**config.mk**
```make
export PLATFORM = sky130hd
export DESIGN_NAME = inst_fetch_unit
export DESIGN_NICKNAME = d
export VERILOG_FILES = /design/src/rtl/inst_fetch_unit_pkg.sv /design/src/rtl/inst_fetch_unit_fetch_fifo.sv /design/src/rtl/inst_fetch_unit.sv
export SDC_FILE = /design/constraint.sdc
export NUM_CORES = 1
export LEC_CHECK = 0
export ABC_AREA = 1
export CAP_MARGIN = 20
export CORE_MARGIN = 5
export CORE_UTILIZATION = 58
export CTS_CLUSTER_DIAMETER = 200
export DETAILED_ROUTE_END_ITERATION = 6
export PLACE_DENSITY_LB_ADDON = 0.3
export SLEW_MARGIN = 0
export SYNTH_ARGS = -nofsm -noshare
export SYNTH_HDL_FRONTEND = slang
export SYNTH_SLANG_ARGS = --single-unit
```
**constraint.sdc**
```tcl
create_clock -name clk -period 4.6 [get_ports clk]
set_clock_uncertainty 0.2 [all_clocks]
set_input_delay 0.46 -clock clk [delete_from_list [all_inputs] [get_ports clk]]
set_output_delay 0.46 -clock clk [all_outputs]
set_load 0.02 [all_outputs]
```
**src/rtl/inst_fetch_unit_pkg.sv**
```systemverilog
// inst_fetch_unit_pkg: shared constants and entry type for the instruction fetch stage
package inst_fetch_unit_pkg;
  localparam logic [31:0] NOP_INST = 32'h0000_0013;
  localparam logic [31:0] DEFAULT_RESET_PC = 32'h0000_0000;
  typedef struct packed {
    logic [31:0] pc;
    logic [31:0] inst;
  } fetch_entry_t;
endpackage

```
**src/rtl/inst_fetch_unit_fetch_fifo.sv**
```systemverilog
// fetch_fifo: parametric synchronous FIFO with push, pop, flush and occupancy count
module fetch_fifo #(
  parameter int W = 32,
  parameter int DEPTH = 2
) (
  input  logic                     clk,
  input  logic                     rst_n,
  input  logic                     push_i,
  input  logic                     pop_i,
  input  logic                     flush_i,
  input  logic [W-1:0]             data_i,
  output logic [W-1:0]             data_o,
  output logic [$clog2(DEPTH):0]   count_o
);
  localparam int AW = $clog2(DEPTH);
  localparam int CW = AW + 1;
  logic [W-1:0]  mem_q [DEPTH];
  logic [AW-1:0] wr_q, rd_q;
  logic [CW-1:0] cnt_q;
  always_ff @(posedge clk or negedge rst_n)
    if (!rst_n) begin
      for (int i = 0; i < DEPTH; i++) mem_q[i] <= '0;
      wr_q  <= '0;
      rd_q  <= '0;
      cnt_q <= '0;
    end else if (flush_i) begin
      wr_q  <= '0;
      rd_q  <= '0;
      cnt_q <= '0;
    end else begin
      if (push_i) begin
        mem_q[wr_q] <= data_i;
        wr_q        <= wr_q + AW'(1);
      end
      if (pop_i) rd_q <= rd_q + AW'(1);
      cnt_q <= cnt_q + CW'(push_i) - CW'(pop_i);
    end
  assign data_o  = mem_q[rd_q];
  assign count_o = cnt_q;
endmodule

```
**src/rtl/inst_fetch_unit.sv**
```systemverilog
// inst_fetch_unit: PC sequencing, credit-limited instruction memory reads and a
// small {pc, inst} buffer toward the decoder, with wrong-path squash on redirect.
module inst_fetch_unit
  import inst_fetch_unit_pkg::*;
#(
  parameter logic [31:0] RESET_PC = DEFAULT_RESET_PC,
  parameter int FIFO_DEPTH = 2
) (
  input  logic        clk,
  input  logic        rst_n,
  output logic        imem_req,
  output logic [31:0] imem_addr,
  input  logic        imem_gnt,
  input  logic        imem_rvalid,
  input  logic [31:0] imem_rdata,
  input  logic        redirect_valid,
  input  logic [31:0] redirect_pc,
  output logic        out_valid,
  input  logic        out_ready,
  output logic [31:0] out_inst,
  output logic [31:0] out_pc
);
  localparam int CW = $clog2(FIFO_DEPTH) + 1;
  logic [31:0]   pc_q, pc_d, aq_addr;
  logic [CW-1:0] drop_cnt_q, drop_cnt_d, inflight, fifo_cnt;
  logic [CW:0]   occ;
  logic          pop, gnt, keep;
  fetch_entry_t  head, entry_in;
  // the issued-address queue depth always equals the number of requests in flight
  fetch_fifo #(.W(32), .DEPTH(FIFO_DEPTH)) u_addr_q (
    .clk(clk), .rst_n(rst_n), .push_i(gnt), .pop_i(imem_rvalid), .flush_i(1'b0),
    .data_i(pc_q), .data_o(aq_addr), .count_o(inflight)
  );
  fetch_fifo #(.W(64), .DEPTH(FIFO_DEPTH)) u_out_q (
    .clk(clk), .rst_n(rst_n), .push_i(keep), .pop_i(pop), .flush_i(redirect_valid),
    .data_i(entry_in), .data_o(head), .count_o(fifo_cnt)
  );
  assign pop       = out_valid & out_ready;
  assign occ       = (CW+1)'(inflight) + (CW+1)'(fifo_cnt) - (CW+1)'(pop);
  assign imem_req  = rst_n & ~redirect_valid & (occ < (CW+1)'(FIFO_DEPTH));
  assign imem_addr = pc_q;
  assign gnt       = imem_req & imem_gnt;
  assign keep      = imem_rvalid & ~redirect_valid & (drop_cnt_q == '0);
  assign entry_in  = '{pc: aq_addr, inst: imem_rdata};
  assign out_valid = (fifo_cnt != '0) & ~redirect_valid;
  assign out_pc    = head.pc;
  assign out_inst  = head.inst;
  always_comb begin
    pc_d       = redirect_valid ? (redirect_pc & ~32'd3) : gnt ? pc_q + 32'd4 : pc_q;
    drop_cnt_d = redirect_valid ? inflight - CW'(imem_rvalid)
                                : drop_cnt_q - CW'(imem_rvalid && drop_cnt_q != '0);
  end
  always_ff @(posedge clk or negedge rst_n)
    if (!rst_n) begin
      pc_q       <= RESET_PC;
      drop_cnt_q <= '0;
    end else begin
      pc_q       <= pc_d;
      drop_cnt_q <= drop_cnt_d;
    end
endmodule

```
==> After elaboration in Yosys (flattened, before gate mapping) <==
Index checks and enable logic that the tools add are counted.
W data, S select, Z words.
{ "word_totals": {"register_bits": 234, "in_bits": 70, "out_inout_bits": 98} }
{ "classes": {"addsub": 13, "magnitude_cmp": 7, "mux": 20, "bitwise": 12, "reduce_logical": 10} }
{ "op_table": {"columns": ["op", "n"], "rows": [
  ["$mux W64", 4],
  ["$mux W32", 6],
  ["$bwmux W128", 1],
  ["$bwmux W64", 1],
  ["$demux W64 S1", 1],
  ["$add A32 B3 Y32 const B", 1],
  ["$demux W32 S1", 1],
  ["$reduce_bool A2 Y1", 5],
  ["$ge A2 B2 Y1 const B", 4],
  ["$not A1 Y2", 4],
  ["$sub A2 B1 Y2", 4],
  ["$and A1 B1 Y1", 7],
  ["$add A1 B1 Y1 const B", 4],
  ["$add A2 B1 Y2", 2],
  ["$lt A2 B1 Y1 const B", 2],
  ["$mux W1", 4],
  ["$mux W2", 2],
  ["$add A2 B2 Y3", 1],
  ["$logic_and A1 B1 Y1", 3],
  ["$lt A3 B2 Y1 const B", 1],
  ["$sub A3 B1 Y3", 1],
  ["$logic_not A2 Y1", 1],
  ["$reduce_and A2 Y1", 1],
  ["$not A1 Y1", 1]
]} }

==> Logic depth before layout (Yosys ltp) <==
{ "depth": {"depth_word": 9, "mapped_depth": 15, "ltp_nobuf": 14} }

==> Cells and area by module <==
From an unflattened synthesis, not the netlist that was laid out.
{ "unflattened": {"cells_unflattened": 1270, "area_unflattened_um2": 11700.0} }
{ "by_module_without_submodules": {"columns": ["module", "n_inst", "cells_per_inst", "area_per_inst_um2", "seq_area_each_um2"], "rows": [
  ["fetch_fifo at u_out_q", 1, 573, 6093.3, 3303.2],
  ["fetch_fifo at u_addr_q", 1, 299, 3099.2, 1701.6],
  ["inst_fetch_unit", 1, 398, 2507.4, 800.8]
]} }

==> Least setup slack after synthesis <==
OpenSTA, ideal clock, no wires.
{ "synth_timing": {"kind": "input-to-reg", "from": "input port redirect_valid", "to": "register u_addr_q.cnt_q[1] (netlist: u_addr_q.count_o[1])", "setup_time_ps": 131, "arrival_ps": 2935, "slack_ps": 1334, "path_stages": 15, "cell_sequence": "clkbuf_1 -> a21oi_1 -> nand2_1 -> inv_1 -> ha_1 -> inv_1 -> nand2_1 -> fa_1 -> xor2_1 -> nand3b_4 -> inv_2 -> buf_6 -> buf_6 -> ha_1 -> xor2_1"} }
{ "synth_via": {"elab_chain_cells": 9, "word_cells_on_any_way": 10, "classes_between": "add/sub: 3; order compare: 1; bitwise: 6"} }
{ "synth_lines": {"columns": ["element", "line", "text"], "rows": [
  ["start: declaration", "inst_fetch_unit.sv:16", "input logic redirect_valid,"],
  ["$not A1 Y1 (no line)", null, null],
  ["$and A1 B1 Y1", "inst_fetch_unit.sv:45", "assign out_valid = (fifo_cnt != '0) & ~redirect_valid;"],
  ["named net out_valid", "inst_fetch_unit.sv:18", "output logic out_valid,"],
  ["$and A1 B1 Y1", "inst_fetch_unit.sv:38", "assign pop = out_valid & out_ready;"],
  ["$sub A3 B1 Y3", "inst_fetch_unit.sv:39", "assign occ = (CW+1)'(inflight) + (CW+1)'(fifo_cnt) - (CW+1)'(pop);"],
  ["$lt A3 B2 Y1", "inst_fetch_unit.sv:40", "assign imem_req = rst_n & ~redirect_valid & (occ < (CW+1)'(FIFO_DEPTH));"],
  ["$and A1 B1 Y1", "inst_fetch_unit.sv:40", null],
  ["$and A1 B1 Y1", "inst_fetch_unit.sv:42", "assign gnt = imem_req & imem_gnt;"],
  ["named net gnt", "inst_fetch_unit.sv:27", "logic pop, gnt, keep;"],
  ["$add A2 B1 Y2", "inst_fetch_unit_fetch_fifo.sv:36", "cnt_q <= cnt_q + CW'(push_i) - CW'(pop_i);"],
  ["$sub A2 B1 Y2", "inst_fetch_unit_fetch_fifo.sv:36", null],
  ["end signal: assignment", "inst_fetch_unit_fetch_fifo.sv:36", null],
  ["end: declaration", "inst_fetch_unit_fetch_fifo.sv:19", "logic [CW-1:0] cnt_q;"]
]} }
The timed path passes the listed nets, and every way through them passes these cells.
A chain may end at the register's enable or synchronous reset.

==> Worst setup path in the final report <==
{ "layout_timing": {"from": "register u_out_q.cnt_q[1] (netlist: u_out_q.count_o[1])", "to": "output port imem_req"} }
{ "layout_via": {"elab_chain_cells": 6, "word_cells_on_any_way": 7, "classes_between": "add/sub: 2; order compare: 1; bitwise: 3; reduce/logical: 1"} }
{ "layout_lines": {"columns": ["element", "line", "text"], "rows": [
  ["start: declaration", "inst_fetch_unit_fetch_fifo.sv:19", null],
  ["start signal: assignment", "inst_fetch_unit_fetch_fifo.sv:36", null],
  ["$reduce_bool A2 Y1", "inst_fetch_unit.sv:45", null],
  ["$and A1 B1 Y1", "inst_fetch_unit.sv:45", null],
  ["$and A1 B1 Y1", "inst_fetch_unit.sv:38", null],
  ["$sub A3 B1 Y3 (*)", "inst_fetch_unit.sv:39", null],
  ["$lt A3 B2 Y1 (*)", "inst_fetch_unit.sv:40", null],
  ["$and A1 B1 Y1 (*)", "inst_fetch_unit.sv:40", null],
  ["end: declaration", "inst_fetch_unit.sv:11", "output logic imem_req,"]
]} }
Every way passes the cells marked *; elsewhere a longest branch is shown, timed or not.

==> results.sh <==
export IMPL_wl_um=26300
export IMPL_clk_path_buf_depth=3
export IMPL_core_area_um2=18000
export IMPL_async_reset_ff_share_pct=100
export IMPL_dr_pass1_iters=5
export IMPL_wl_per_cell_um=15.3
export IMPL_setup_worst_path_start_class="register"
export IMPL_yosys_warnings=0
export IMPL_tightest_slew_ps=757
export IMPL_num_rows=49
export IMPL_final_setup_tns_ps=0
export IMPL_synth_seq_cells=224
export IMPL_setup_violations_final=0
export IMPL_p_leak_nw=6.32
export IMPL_nNetsFinal=1554
export IMPL_critPathCaptureType="output pin"
export IMPL_die_y_um=146
export IMPL_reg2reg_depth=16
export IMPL_yosysMostFrequentCell="nand2_1"
export IMPL_synth_common_cells="532 x nand2_1, 224 x dfrtp_1, 127 x inv_1, 107 x o21ai_1, 93 x o21ai_0"
export IMPL_critical_path_class="register to output pin"
export IMPL_synthAdderAreaFrac_pct=1.01
export IMPL_gp_congestion=0.949
export IMPL_maxCapViolCount=0
export IMPL_area_delta_synth_final_pct=23.3
export IMPL_critical_path_most_common_cell="inv_1"
export IMPL_grt_pass1_vias=8995
export IMPL_antenna_found_initial=0
export IMPL_hold_viol=0
export IMPL_crit_required_ps=3940
export IMPL_post_cts_setup_buffer_count=0
export IMPL_slowest_stage="clkdlybuf4s50_1"
export IMPL_io_buffers=161
export IMPL_synthMuxAreaShare_pct=3.16
export IMPL_dieWidth_um=146
export IMPL_num_vias=9105
export IMPL_cts_root_buffer="clkbuf_16"
export IMPL_overflow=0
export IMPL_antenna_left=0
export IMPL_grt_max_degree=127
export IMPL_timing_rr_end="u_addr_q.mem_q[56]$_DFFE_PN0P_"
export IMPL_grt_use_total_pct=24.6
export IMPL_hpwl_um=16900
export IMPL_powerDensity_nw_per_um2=617
export IMPL_drive_gt1_share_pct=6.64
export IMPL_slew_headroom_pct=49.5
export IMPL_cts_buffers=23
export IMPL_status="finished, final reports clean"
export IMPL_worstHoldPathType="input pin to asynchronous set/reset pin"
export IMPL_synthFlopType="dfrtp_1"
export IMPL_clock_latency_ps=510
export IMPL_slew_viol_final=0
export IMPL_drc=0
export IMPL_cts_resized=0
export IMPL_synth_xor_area_share_pct=0.984
export IMPL_yosys_area_share_simple_pct=24.7
export IMPL_viasPerCell=5.29
export IMPL_drt_initial_drc_count=552
export IMPL_postSynthAreaPerCell_um2=7.98
export IMPL_fmax_mhz=277
export IMPL_finalCritPeriodShare_pct=78.5
export IMPL_seq_area_frac_synth_pct=52.5
export IMPL_path_cells="inv_1, a21oi_1, nand2_1, inv_1, ha_1, inv_1, nand2_1, fa_1, nand3_1, nor2_1, clkdlybuf4s50_1"
export IMPL_synth_largest_area_cell="dfrtp_1"
export IMPL_cts_sinks=224
export IMPL_syn_inst=1338
export IMPL_worstReg2RegStart="u_out_q.count_o[1]$_DFF_PN0_"
export IMPL_cts_tree="built"
export IMPL_arrival_ps=2950
export IMPL_cts_htree_levels=1
export IMPL_fill_cells=1403
export IMPL_reg2reg_slack_ps=1000
export IMPL_synth_cell_types=27
export IMPL_diodes=0
export IMPL_synth_top_family_by_area="simple AND/OR/NAND/NOR gates"
export IMPL_synth_area_top_cells="dfrtp_1 52%, nand2_1 19%, o21ai_1 5.0%"
export IMPL_die_area_um2=21200
export IMPL_start_util_pct=59.2
export IMPL_synth_compound_area_share_pct=9.42
export IMPL_post_synth_top_area_fraction_pct=52.5
export IMPL_cp_max_fo=3
export IMPL_fin_crit_ps=3610
export IMPL_power_total_mw=8.13
export IMPL_io_pins=168
export IMPL_vdd_ir_drop_worst_mv=0.475
export IMPL_grt_pass1_wl_um=44400
export IMPL_syn_cell_area_um2=10700
export IMPL_synth_edf_count=0
export IMPL_rsz0062_at_grt="false"
export IMPL_clk_pin_slew_ps=60
export IMPL_max_stage_delay_ps=610
-- power by group --
| part | internal [mW] | total [mW] | leakage (nW) | switching (mW) |
|---|---|---|---|---|
| registers | 2.75 | 3.18 | 2.91 | 0.428 |
| logic | 1.34 | 3.11 | 3.04 | 1.77 |
| clock network | 1.09 | 1.84 | 0.364 | 0.746 |
| total | 5.19 | 8.13 | 6.32 | 2.94 |
-- final cells by class --
type,count,area (um^2),area share (%)
inverter,131,492,3.73
sequential,224,5610,42.6
tap,229,287,2.18
clock inverter,4,47.5,0.361
clock buffer,37,698,5.30
timing repair buffer,179,1820,13.8
multi-input combinational,917,4210,32.0
-- worst max path at each step --
stage / start / to / cells past startpoint
2_1_floorplan: redirect_valid / u_addr_q.count_o[1]$_DFF_PN0_ / 15
3_5_place_dp: redirect_valid / u_addr_q.mem_q[9]$_DFFE_PN0P_ / 14
3_3_place_gp: redirect_valid / u_addr_q.mem_q[62]$_DFFE_PN0P_ / 16
5_1_grt: u_out_q.count_o[1]$_DFF_PN0_ / u_addr_q.mem_q[56]$_DFFE_PN0P_ / 16
4_1_cts: u_out_q.count_o[1]$_DFF_PN0_ / u_addr_q.mem_q[27]$_DFFE_PN0P_ / 14
6_report: u_out_q.count_o[1]$_DFF_PN0_ / imem_req / 11
-- registers in the layout (all words and copies together) (netlist names) --
register	flops
u_out_q.mem_q	124
u_addr_q.mem_q	60
imem_addr	30
drop_cnt_q	2
u_addr_q.count_o	2
u_out_q.count_o	2
u_addr_q.rd_q	1
u_addr_q.wr_q	1
u_out_q.rd_q	1
u_out_q.wr_q	1
-- cell families after synthesis --
group | Yosys count
adder cells (fa/ha/maj) | 8
multiplexers | 30
buffers and inverters | 200
other | 1
flip-flops | 224
XOR/XNOR | 12
AND/OR/NAND/NOR | 662
AO/OA/AOI/OAI | 201
-- cell usage in the layout (no fill, tap or decap), drive strengths merged --
master	n
ha	7
clkdlybuf4s50	160
nor2	48
and2	2
nor3	1
conb	4
inv	131
bufinv	1
nand3	74
dfrtp	224
a21oi	1
clkinvlp	1
dlygate4sd3	1
xor2	9
mux2	30
clkinv	2
xnor2	3
buf	18
nand3b	1
or2	1
o21ai	200
clkbuf	37
fa	1
nand2	535
-- metrics by stage --
stage          utilization, %  cell area, um^2  cells  hold WS (ps)  worst slack (ps)
6_report                 73.0            13200   1721           254               988
5_1_grt                  73.0            13200   1721           273               640
4_1_cts                  72.6            13100   1718           259               933
3_5_place_dp             68.4            12300   1676           195               626
3_3_place_gp             68.4            12300   1676           198               711
2_1_floorplan               -            10700   1341         -35.6              1330
-- critical path, delay by kind of cell, from the launching register on --
family	cells	cell delay [ps]
adder cells (fa/ha/maj)	2	680
flip-flops	1	370
AND/OR/NAND/NOR	4	390
buffers and inverters	4	830
AO/OA/AOI/OAI	1	180
-- layer usage --
layer	track usage, %	up-vias	wire [um]
li1	-	4464	-
met1	35.7	4269	11700
met2	38.5	324	12000
met3	4.05	48	1900
met4	7.42	0	648
met5	0	-	0
-- what timing repair did --
item                                    CTS  global route
endpoints found under the setup margin    0             0
endpoints found under the hold margin    45             0
hold buffers                              1             0
(Power assumes the default switching activity.)
